File: src/rtl/ts_sync_receiver.sv
`timescale 1ns/1ps
// ts_sync_receiver: MPEG-2 TS sync hunter/locker with aligned byte output, header extraction and statistics.
// Define TS_CC_CHECK_EN to add the continuity-counter check on packets with PID == CC_PID.
module ts_sync_receiver #(
  parameter int PKT_LEN    = 188,
  parameter int LOCK_CNT   = 3,
  parameter int UNLOCK_CNT = 3
`ifdef TS_CC_CHECK_EN
  ,
  parameter logic [12:0] CC_PID = 13'h0100
`endif
) (
  input  logic        clk,
  input  logic        rst,
  input  logic        in_valid,
  input  logic [7:0]  in_data,
  input  logic        in_eof,
  output logic        locked,
  output logic        out_valid,
  output logic [7:0]  out_data,
  output logic        pkt_start,
  output logic        pkt_end,
  output logic [7:0]  byte_idx,
  output logic [12:0] pid,
  output logic        pid_valid,
  output logic        tei,
  output logic        cc_err,
  output logic [31:0] pkt_cnt,
  output logic [15:0] loss_cnt
);

  typedef enum logic [1:0] {
    HUNT   = 2'd0,
    VERIFY = 2'd1,
    LOCKED = 2'd2
  } state_t;

  localparam logic [7:0] LAST_IDX_C   = 8'(PKT_LEN - 1);
  localparam logic [7:0] LOCK_CNT_C   = 8'(LOCK_CNT);
  localparam logic [7:0] UNLOCK_CNT_C = 8'(UNLOCK_CNT);
  localparam logic [7:0] SYNC_BYTE_C  = 8'h47;

  state_t      state_r;
  logic [7:0]  cnt_r;
  logic [7:0]  conf_r;
  logic [7:0]  miss_r;
  logic [4:0]  pid_hi_r;

  state_t      nxt_state_s;
  logic [7:0]  nxt_cnt_s;
  logic [7:0]  nxt_conf_s;
  logic [7:0]  nxt_miss_s;
  logic        fwd_s;
  logic        start_s;
  logic        loss_inc_s;
  logic        boundary_s;
  logic        is_sync_s;
  logic [7:0]  cnt_inc_s;

  assign boundary_s = (cnt_r == 8'd0);
  assign is_sync_s  = (in_data == SYNC_BYTE_C);
  assign cnt_inc_s  = (cnt_r == LAST_IDX_C) ? 8'd0 : cnt_r + 8'd1;

  // Next-state decode for one accepted byte, followed by the end-of-stream flush
  always_comb begin
    nxt_state_s = state_r;
    nxt_cnt_s   = cnt_r;
    nxt_conf_s  = conf_r;
    nxt_miss_s  = miss_r;
    fwd_s       = 1'b0;
    start_s     = 1'b0;
    loss_inc_s  = 1'b0;
    if (in_valid) begin
      case (state_r)
        HUNT: begin
          if (is_sync_s) begin
            nxt_cnt_s = cnt_inc_s;
            if (LOCK_CNT_C == 8'd1) begin
              nxt_state_s = LOCKED;
              nxt_miss_s  = 8'd0;
              nxt_conf_s  = 8'd0;
              fwd_s       = 1'b1;
              start_s     = 1'b1;
            end else begin
              nxt_state_s = VERIFY;
              nxt_conf_s  = 8'd1;
            end
          end else begin
            nxt_cnt_s = 8'd0;
          end
        end
        VERIFY: begin
          if (boundary_s) begin
            if (is_sync_s) begin
              nxt_cnt_s = cnt_inc_s;
              if ((conf_r + 8'd1) == LOCK_CNT_C) begin
                nxt_state_s = LOCKED;
                nxt_conf_s  = 8'd0;
                nxt_miss_s  = 8'd0;
                fwd_s       = 1'b1;
                start_s     = 1'b1;
              end else begin
                nxt_conf_s = conf_r + 8'd1;
              end
            end else begin
              // A failed boundary is dropped outright rather than reconsidered as a new sync
              nxt_state_s = HUNT;
              nxt_conf_s  = 8'd0;
              nxt_cnt_s   = 8'd0;
            end
          end else begin
            nxt_cnt_s = cnt_inc_s;
          end
        end
        LOCKED: begin
          nxt_cnt_s = cnt_inc_s;
          fwd_s     = 1'b1;
          if (boundary_s) begin
            start_s = 1'b1;
            if (is_sync_s) begin
              nxt_miss_s = 8'd0;
            end else if ((miss_r + 8'd1) == UNLOCK_CNT_C) begin
              nxt_state_s = HUNT;
              nxt_cnt_s   = 8'd0;
              nxt_miss_s  = 8'd0;
              nxt_conf_s  = 8'd0;
              fwd_s       = 1'b0;
              start_s     = 1'b0;
              loss_inc_s  = 1'b1;
            end else begin
              nxt_miss_s = miss_r + 8'd1;
            end
          end else begin
            nxt_miss_s = miss_r;
          end
        end
        default: begin
          nxt_state_s = HUNT;
          nxt_cnt_s   = 8'd0;
          nxt_conf_s  = 8'd0;
          nxt_miss_s  = 8'd0;
        end
      endcase
    end else begin
      nxt_state_s = state_r;
    end
    if (in_eof) begin
      nxt_state_s = HUNT;
      nxt_cnt_s   = 8'd0;
      nxt_conf_s  = 8'd0;
      nxt_miss_s  = 8'd0;
    end else begin
      nxt_cnt_s = nxt_cnt_s;
    end
  end

  // State, counters, header fields and the registered output stage
  always_ff @(posedge clk) begin
    if (rst) begin
      state_r   <= HUNT;
      cnt_r     <= 8'd0;
      conf_r    <= 8'd0;
      miss_r    <= 8'd0;
      pid_hi_r  <= 5'd0;
      locked    <= 1'b0;
      out_valid <= 1'b0;
      out_data  <= 8'd0;
      pkt_start <= 1'b0;
      pkt_end   <= 1'b0;
      byte_idx  <= 8'd0;
      pid       <= 13'd0;
      pid_valid <= 1'b0;
      tei       <= 1'b0;
      pkt_cnt   <= 32'd0;
      loss_cnt  <= 16'd0;
    end else begin
      state_r   <= nxt_state_s;
      cnt_r     <= nxt_cnt_s;
      conf_r    <= nxt_conf_s;
      miss_r    <= nxt_miss_s;
      locked    <= (nxt_state_s == LOCKED);
      out_valid <= fwd_s;
      pkt_start <= start_s;
      pkt_end   <= fwd_s && (cnt_r == LAST_IDX_C);
      pid_valid <= fwd_s && (cnt_r == 8'd2);
      if (fwd_s) begin
        out_data <= in_data;
        byte_idx <= cnt_r;
        if (cnt_r == 8'd1) begin
          tei      <= in_data[7];
          pid_hi_r <= in_data[4:0];
        end
        if (cnt_r == 8'd2) begin
          pid <= {pid_hi_r, in_data};
        end
      end
      if (start_s) begin
        pkt_cnt <= pkt_cnt + 32'd1;
      end
      if (loss_inc_s && (loss_cnt != 16'hFFFF)) begin
        loss_cnt <= loss_cnt + 16'd1;
      end
    end
  end

`ifdef TS_CC_CHECK_EN
  logic [3:0] prev_cc_r;
  logic       cc_loaded_r;
  logic       cc_hit_s;
  logic [3:0] exp_cc_s;

  // pid already holds the current packet's PID when byte 3 arrives
  assign cc_hit_s = fwd_s && (cnt_r == 8'd3) && (pid == CC_PID);
  assign exp_cc_s = in_data[4] ? (prev_cc_r + 4'd1) : prev_cc_r;

  // Continuity tracking; the first CC_PID packet after each lock only seeds prev_cc_r
  always_ff @(posedge clk) begin
    if (rst) begin
      prev_cc_r   <= 4'd0;
      cc_loaded_r <= 1'b0;
      cc_err      <= 1'b0;
    end else begin
      cc_err <= 1'b0;
      if (nxt_state_s != LOCKED) begin
        cc_loaded_r <= 1'b0;
      end else if (cc_hit_s) begin
        prev_cc_r   <= in_data[3:0];
        cc_loaded_r <= 1'b1;
        cc_err      <= cc_loaded_r && (in_data[3:0] != exp_cc_s);
      end
    end
  end
`else
  assign cc_err = 1'b0;
`endif

endmodule
File: config.mk
export PLATFORM = sky130hd
export DESIGN_NAME = ts_sync_receiver
export DESIGN_NICKNAME = d
export VERILOG_FILES = /design/src/rtl/ts_sync_receiver.sv
export SDC_FILE = /design/constraint.sdc
export NUM_CORES = 1
export LEC_CHECK = 0
export CORE_UTILIZATION = 55
export DETAILED_ROUTE_END_ITERATION = 8
export PLACE_DENSITY = 0.85
export SLEW_MARGIN = 20
export SYNTH_ARGS = -nofsm -noshare
export SYNTH_HDL_FRONTEND = slang
export SYNTH_SLANG_ARGS = --single-unit
File: constraint.sdc
create_clock -name clk -period 6.5 [get_ports clk]
set_input_delay 0.975 -clock clk [delete_from_list [all_inputs] [get_ports clk]]
set_output_delay 0.975 -clock clk [all_outputs]
set_load 0.01 [all_outputs]
Word-level counts from Yosys, hierarchy flattened
Index checks and enable logic that the tools add are counted.
Widths: inputs -> output; s select.
Storage, ports and cells
  register bits: 114
  bits of input ports: 12
  word-level logic and storage cells: 97
Cells by class
  add/subtract/negate cells: 5
  equal/unequal tests: 17
  multiplexer cells: 48
  bitwise logic cells: 1
  reductions and logical operators: 10
Operators with widths (count)
  $mux 8: 19
  $pmux 8 s3: 3
  $add 32x1->32 const B: 1
  $add 8x1->8 const B: 3
  $eq 8x2->1 const B: 3
  $mux 2: 9
  $add 16x1->16 const B: 1
  $ne 16x16->1 const B: 1
  $mux 1: 14
  $ne 2x2->1 const B: 7
  $reduce_and 6->1: 2
  $eq 8x1->1 const B: 1
  $eq 8x7->1 const B: 1
  $eq 8x8->1 const B: 1
  $logic_not 8->1: 1
  $pmux 2 s3: 1
  $eq 2x2->1 const B: 2
  $pmux 1 s2: 2
  $reduce_and 2->1: 2
  $logic_and 1x1->1: 3
  $eq 2x1->1 const B: 1
  $logic_not 2->1: 1
  $reduce_or 2->1: 1
  $not 1->1: 1

Longest topological paths before layout
Gate-level depths: netlist (run 1).
  word-level depth: 9
  depth in mapped cells: 11
  depth with buffers taken out: 8

Worst setup path after synthesis (run 1)
Ideal clock, no wire load.
  path kind: input-to-reg
  start point: input port in_data[4]
  end point: register pkt_cnt[15]
  library setup time: 70 ps
  arrival time: 2923 ps
  required time: 6430 ps
  slack: 3507 ps
  stages: 7
  buffers on the path: 1
  cell sequence: nor4b_2 -> nand3_1 -> a2111oi_4 -> o32ai_2 -> buf_2 -> or3_1 -> a21oi_1
On the way
  longest elaborated chain between the ends: 5
  elaborated cells between the ends (all ways): 7
Ends and longest elaborated chain
  start: declaration: line 16  | input logic [7:0] in_data,
  $eq 8x7->1 *: line 61  | assign is_sync_s = (in_data == SYNC_BYTE_C);
  $mux 1 (on tied branches): line 120, 94
  $mux 1 (on tied branches): line 118, 93
  $pmux 1 s2 *: line 74  | case (state_r)
  $mux 1 *: line 73  | if (in_valid) begin
  end signal: assignment: line 198  | pkt_cnt <= pkt_cnt + 32'd1;
  end: declaration: line 28  | output logic [31:0] pkt_cnt,
Mark *: on every way between the ends. The rest lies on a longest branch, timed or not.
A chain may end at the register's enable or synchronous reset.

Final worst setup path (run 1)
  start point: input port in_valid
  end point: register pid_hi_r[4]
On the way
  longest elaborated chain between the ends: 2
Ends and longest elaborated chain
  start: declaration: line 15  | input logic in_valid,
  $mux 1: line 73
  $reduce_and 2->1 (no line)
  end signal: assignment: line 191  | pid_hi_r <= in_data[4:0];
  end: declaration: line 47  | logic [4:0] pid_hi_r;
Every way passes these cells.

==> results of run 1 <==
[worst reg2reg max path, delay by kind of cell, from the launching register on]
kind | cells | cell delay, ps
simple gates | 3 | 1030
compound gates | 3 | 1550
flops | 1 | 430
fa+ha+maj | 1 | 270
[kinds of logic after synthesis]
group / share of synthesized area, %
and+or+nand+nor: 32.3
adders and majority gates: 2.75
AOI/OAI and AO/OA: 15.5
muxes: 8.76
buffers and inverters: 3.36
other: 0.0589
xor gates and xnor gates: 1.38
DFF: 35.8
[where the power goes]
part | internal (uW) | total [uW] | switching (uW)
combinational | 14.5 | 38.7 | 24.2
sequential | 699 | 699 | 0.00913
clock | 601 | 927 | 326
total | 1320 | 1660 | 350
[layout make-up]
cell class / instances / area, um^2 / area share [%]
tap: 140 / 175 / 2.20
multi-input combinational: 590 / 3870 / 48.7
clock inverter: 9 / 104 / 1.31
clock buffer: 23 / 488 / 6.13
inverter: 11 / 41.3 / 0.519
sequential: 114 / 2280 / 28.7
timing repair buffer: 101 / 991 / 12.5
[path summary, 6_finish.rpt]
check	depth (start not counted)	to	startpoint	slack (ps)
setup / recovery	7	pid_hi_r[4]	in_valid	2720
hold / removal	2	pid[1]	pid[1]	480
setup reg to reg	7	pkt_cnt[25]	miss_r[0]	3050
hold reg to reg	2	pid[1]	pid[1]	480
[per-stage QoR]
step | utilization (%) | total power [uW] | worst slack (ps) | instance area [um^2]
after global routing | 71.8 | 1710 | 2540 | 7960
after CTS | 71.8 | 1670 | 2710 | 7950
after floorplan | - | 738 | 3510 | 6370
final | 71.8 | 1660 | 2720 | 7960
after global placement | 66.4 | 751 | 2420 | 7360
after detailed placement | 66.4 | 752 | 2330 | 7360
[registers in the layout, indices dropped and copies added, names as in the netlist]
signal,flops
pid_hi_r,5
pkt_start,1
loss_cnt,16
tei,1
cnt_r,8
pkt_cnt,32
miss_r,8
pkt_end,1
pid_valid,1
out_data,8
locked,1
state_r,2
byte_idx,8
conf_r,8
pid,13
out_valid,1
[cell usage after synthesis, drive strengths merged (5+ instances only)]
cell and number:
o41ai 5, dfxtp 114, o22ai 12, or2 5, a21oi 37, a31oi 6
nand3 43, and4 11, and2 6, nor4 8, and3 16, or3 15
nor3 21, clkbuf 33, or4 17, o31ai 8, o21ai 36, a211oi 6
nor2b 30, a21o 7, inv 11, ha 14, nand2 43, nand3b 8
mux2 22, nor4b 6, mux2i 31, xnor2 10, nor2 58, buf 9
o32ai 5, nand2b 40, nand4 28
[layer usage]
metal | global-route usage [%] | routed length [um] | vias to the layer above
met5 | 0 | 0 | -
met2 | 48.7 | 8440 | 268
met1 | 36.9 | 7440 | 2982
met3 | 7.82 | 1210 | 38
met4 | 12.8 | 301 | 0
li1 | - | - | 2974
==> impl_metrics.toml, run 1 <==
[die]
initial_core_util_pct = 57.5
core_area_um2 = 11100
io_pins = 96
rows = 38
die-area_um2 = 12000
die_h_um = 110
dieWidth_um = 110

[global_routing]
track_usage_pct = 29.7
antenna_found_initial = 0
first_global_vias = 5794
grt_pass1_wl_mm = 27.7
grt_overflow_total = 0
grt_max_degree = 101

[worst_setup_path]
critical-path-top-delay-family = "simple AND/OR/NAND/NOR gates"
path_buf_inv = 1
max_stage_delay_ps = 790
critPathSlowestCell = "clkdlybuf4s50_1"
endpoint_kind = "register"
worstPathRequired_ps = 6780
worst-setup-path-type = "in -> reg"
crit_path_max_fanout = 23
cp.arrival_ps = 4070
worst_setup_path_start_kind = "input pin"
cp_cell_sequence = "clkdlybuf4s50_1 -> and2_1 -> and3_1 -> nand2_1 -> nor2_1 -> a32oi_2 -> mux2i_1"

[finish]
final_common_cell = "dfxtp_1"
diodes = 0
syn_to_final_growth_pct = 24.9
fill_cells = 844
fin_cells = 988
final_cell_mix = "114 x dfxtp_1, 93 x clkdlybuf4s50_1, 57 x nor2_1"
drive_gt1_share_pct = 8.84
final_nets = 861

[run_status]
status = "completed"

[sta]
fmax_mhz = 264
whs_ps = 475
final.setup.tns_ps = 0
skew_ps = 8.51
tightest_slew_ps = 1140
fin_crit_sh_pct = 58.2
setup_viol = 0
hold_viol_final = 0
rsz0062_at_grt = "false"
min_period_ps = 3780
finalMaxSlewViolations = 0
worst_slew_margin_rel_pct = 23.7

[synthesis]
yosysSeqAreaShare_pct = 35.8
synth.largest_area_cell = "dfxtp_1"
avgSynthCellArea_um2 = 8.41
synth_flop_cell = "dfxtp_1"
synth_warnings = 0
synthTopCellsByArea = "dfxtp_1 36%, mux2i_1 4.9%, nand2b_1 3.9%"
netlist_area_um2 = 6370
async_flop_share_pct = 0
synth_cells = 757
ys_ff_latch = 114
synth_nets = 783
synth_top_area_share_pct = 35.8
synth.distinct_cells = 66
synth_edf_count = 0

[drt]
firstDrtPassIters = 5
first_iter_violations = 573
drc = 0
antenna_left = 0
viasPerCell = 6.34
wl_mm = 17.4
vias = 6262
wire_per_inst_um = 17.6

[power_and_ir_drop]
p_per_area_nw_per_um2 = 209
ir_drop_v = 0.000265
leakagePower_uw = 0.00291

[worst_hold_path]
hp-class = "reg -> reg"

[clock_network]
clk_pin_slew_worst_paths_ps = 50
root_buffer = "clkbuf_16"
clock_latency_ps = 420
post_cts_buffers = 0
cts_max_path_buffers = 2
cts_buffers = 17
cts_resized = 0
cts_htree_levels = 4
cts_tree = "built"
clock-sinks = 114
postCtsHoldBufs = 0

[placement]
dpl.hpwl_mm = 11.6
place_inst = 956
port-buffer-count = 94
gp_congestion = 0.931

[job]
drv_cap = 0
Note: power is estimated with default switching activity, not from simulation.
==> run 2: changes to the inputs <==
==> constraint.sdc (replaced) <==
create_clock -name clk -period 3.95 [get_ports clk]
set_input_delay 0.5925 -clock clk [delete_from_list [all_inputs] [get_ports clk]]
set_output_delay 0.5925 -clock clk [all_outputs]
set_load 0.01 [all_outputs]
==> impl_metrics.toml, run 2 (same netlist as run 1, synthesis figures left out) <==
[drt]
first_iter_violations = 350
drc = 0
viasPerCell = 6.35
wl_mm = 17.7
vias = 6322
wire_per_inst_um = 17.8
firstDrtPassIters = 5
antenna_left = 0

[clock_network]
cts_htree_levels = 4
clock_latency_ps = 430
cts_buffers = 17
clk_pin_slew_worst_paths_ps = 60
clock-sinks = 114
cts_max_path_buffers = 2
post_cts_buffers = 0
cts_resized = 0
cts_tree = "built"
postCtsHoldBufs = 0
root_buffer = "clkbuf_16"

[finish]
fill_cells = 806
final_common_cell = "dfxtp_1"
fin_cells = 995
regMostFlops = "pkt_cnt"
final_nets = 868
drive_gt1_share_pct = 9.71
diodes = 0
largest_register_ffs = 32
reg.largest.list = "pkt_cnt (32), loss_cnt (16), pid (13)"
final_cell_mix = "114 x dfxtp_1, 93 x clkdlybuf4s50_1, 58 x nor2_1"
syn_to_final_growth_pct = 26.4

[placement]
port-buffer-count = 94
place_inst = 963
dpl.hpwl_mm = 11.8
pre_cts_ws_ps = 508
gp_congestion = 0.876

[worst_setup_path]
max_stage_delay_ps = 550
r2r_cells = 7
critical-path-top-delay-family = "compound AO/OA/AOI/OAI gates"
r2r_slack_ps = 770
critPathSlowestCell = "or4_1"
cp_cell_sequence = "ha_1 -> or3_1 -> a211o_1 -> a211oi_2 -> a41oi_1 -> or4_1 -> a21oi_1"
worstPathRequired_ps = 4300
worst-setup-path-type = "reg -> reg"
r2r_start = "conf_r[0]"
worst_setup_path_start_kind = "register"
worstReg2RegEnd = "miss_r[1]"
cp.arrival_ps = 3530
crit_path_max_fanout = 10
path_buf_inv = 0
endpoint_kind = "register"

[power_and_ir_drop]
p_int_uw = 2270
total_power_uw = 2860
clock_power_share_pct = 57.4
ir_drop_v = 0.000245
leakagePower_uw = 0.00296
p_switching_uw = 584
pwr-share-seq_pct = 40.3
power_frac_comb_pct = 2.3
p_per_area_nw_per_um2 = 355
swShare_pct = 20.4

[run_status]
status = "completed"

[sta]
skew_ps = 9.87
tightest_slew_ps = 1020
setup_viol = 0
worst_slew_margin_rel_pct = 32.3
finalMaxSlewViolations = 0
fmax_mhz = 315
min_period_ps = 3180
hold_viol_final = 0
fin_crit_sh_pct = 80.5
rsz0062_at_grt = "false"
final.setup.tns_ps = 0
setup_slack_ps = 770

[global_routing]
track_usage_pct = 30.2
antenna_found_initial = 0
grt_max_degree = 70
first_global_vias = 5974
grt_overflow_total = 0
grt_pass1_wl_mm = 28.2

[worst_hold_path]
hp-class = "reg -> reg"
min_to = "out_data[0]"
hold_depth = 2
hold_start = "out_data[0]"

[die]
rows = 38
initial_core_util_pct = 57.5
core_area_um2 = 11100
dieWidth_um = 110
die_h_um = 110
die-area_um2 = 12000
io_pins = 96

[job]
drv_cap = 0
[run 2: worst max-delay path by stage]
stage	from	end	slack [ps]	depth (start not counted)
finish	conf_r[0]	miss_r[1]	770	7
floorplan	in_data[4]	pkt_cnt[15]	1340	7
global route	cnt_r[0]	pid[7]	550	9
detailed placement	in_data[4]	pkt_cnt[12]	510	7
global placement	in_data[4]	pkt_cnt[25]	610	7
CTS	conf_r[0]	miss_r[1]	870	7
[run 2: area by class of cell]
| type | instances | area (um^2) | share of cell area (%) |
|---|---|---|---|
| Clock buffer | 21 | 470 | 5.85 |
| Clock inverter | 11 | 158 | 1.96 |
| Inverter | 11 | 41.3 | 0.513 |
| Multi-Input combinational cell | 590 | 3880 | 48.2 |
| Sequential cell | 114 | 2280 | 28.4 |
| Tap cell | 140 | 175 | 2.18 |
| Timing Repair Buffer | 108 | 1040 | 13.0 |
[run 2: worst register-to-register path, cell delays in order, from the launching register on]
cell,delay [ps]
dfxtp_1,380
ha_1,330
or3_1,340
a211o_1,370
a211oi_2,460
a41oi_1,510
or4_1,560
a21oi_1,160
[run 2: per-stage QoR]
stage	hold slack (ps)	cell area, um^2	utilization [%]
after floorplan	457	6370	-
after global placement	462	7410	66.9
after detailed placement	472	7420	67.0
after CTS	480	8050	72.6
after global routing	490	8050	72.6
final	474	8050	72.6
[run 2: power by group through the flow]
stage	Sequential (uW)	Combinational (uW)	Clock (uW)
detailed placement	1180	62.9	0
global route	1150	69.9	1700
finish	1150	64.8	1640
CTS	1150	63.8	1650
global placement	1180	60.5	0
floorplan	1180	39.7	0
[run 2: metal layers]
metal | vias up | track usage (%) | share of wire (%)
li1 | 2986 | - | -
met5 | - | 0 | 0
met3 | 55 | 6.64 | 6.9
met2 | 286 | 49.5 | 48
met1 | 2995 | 37.4 | 42
met4 | 0 | 15.0 | 2.9
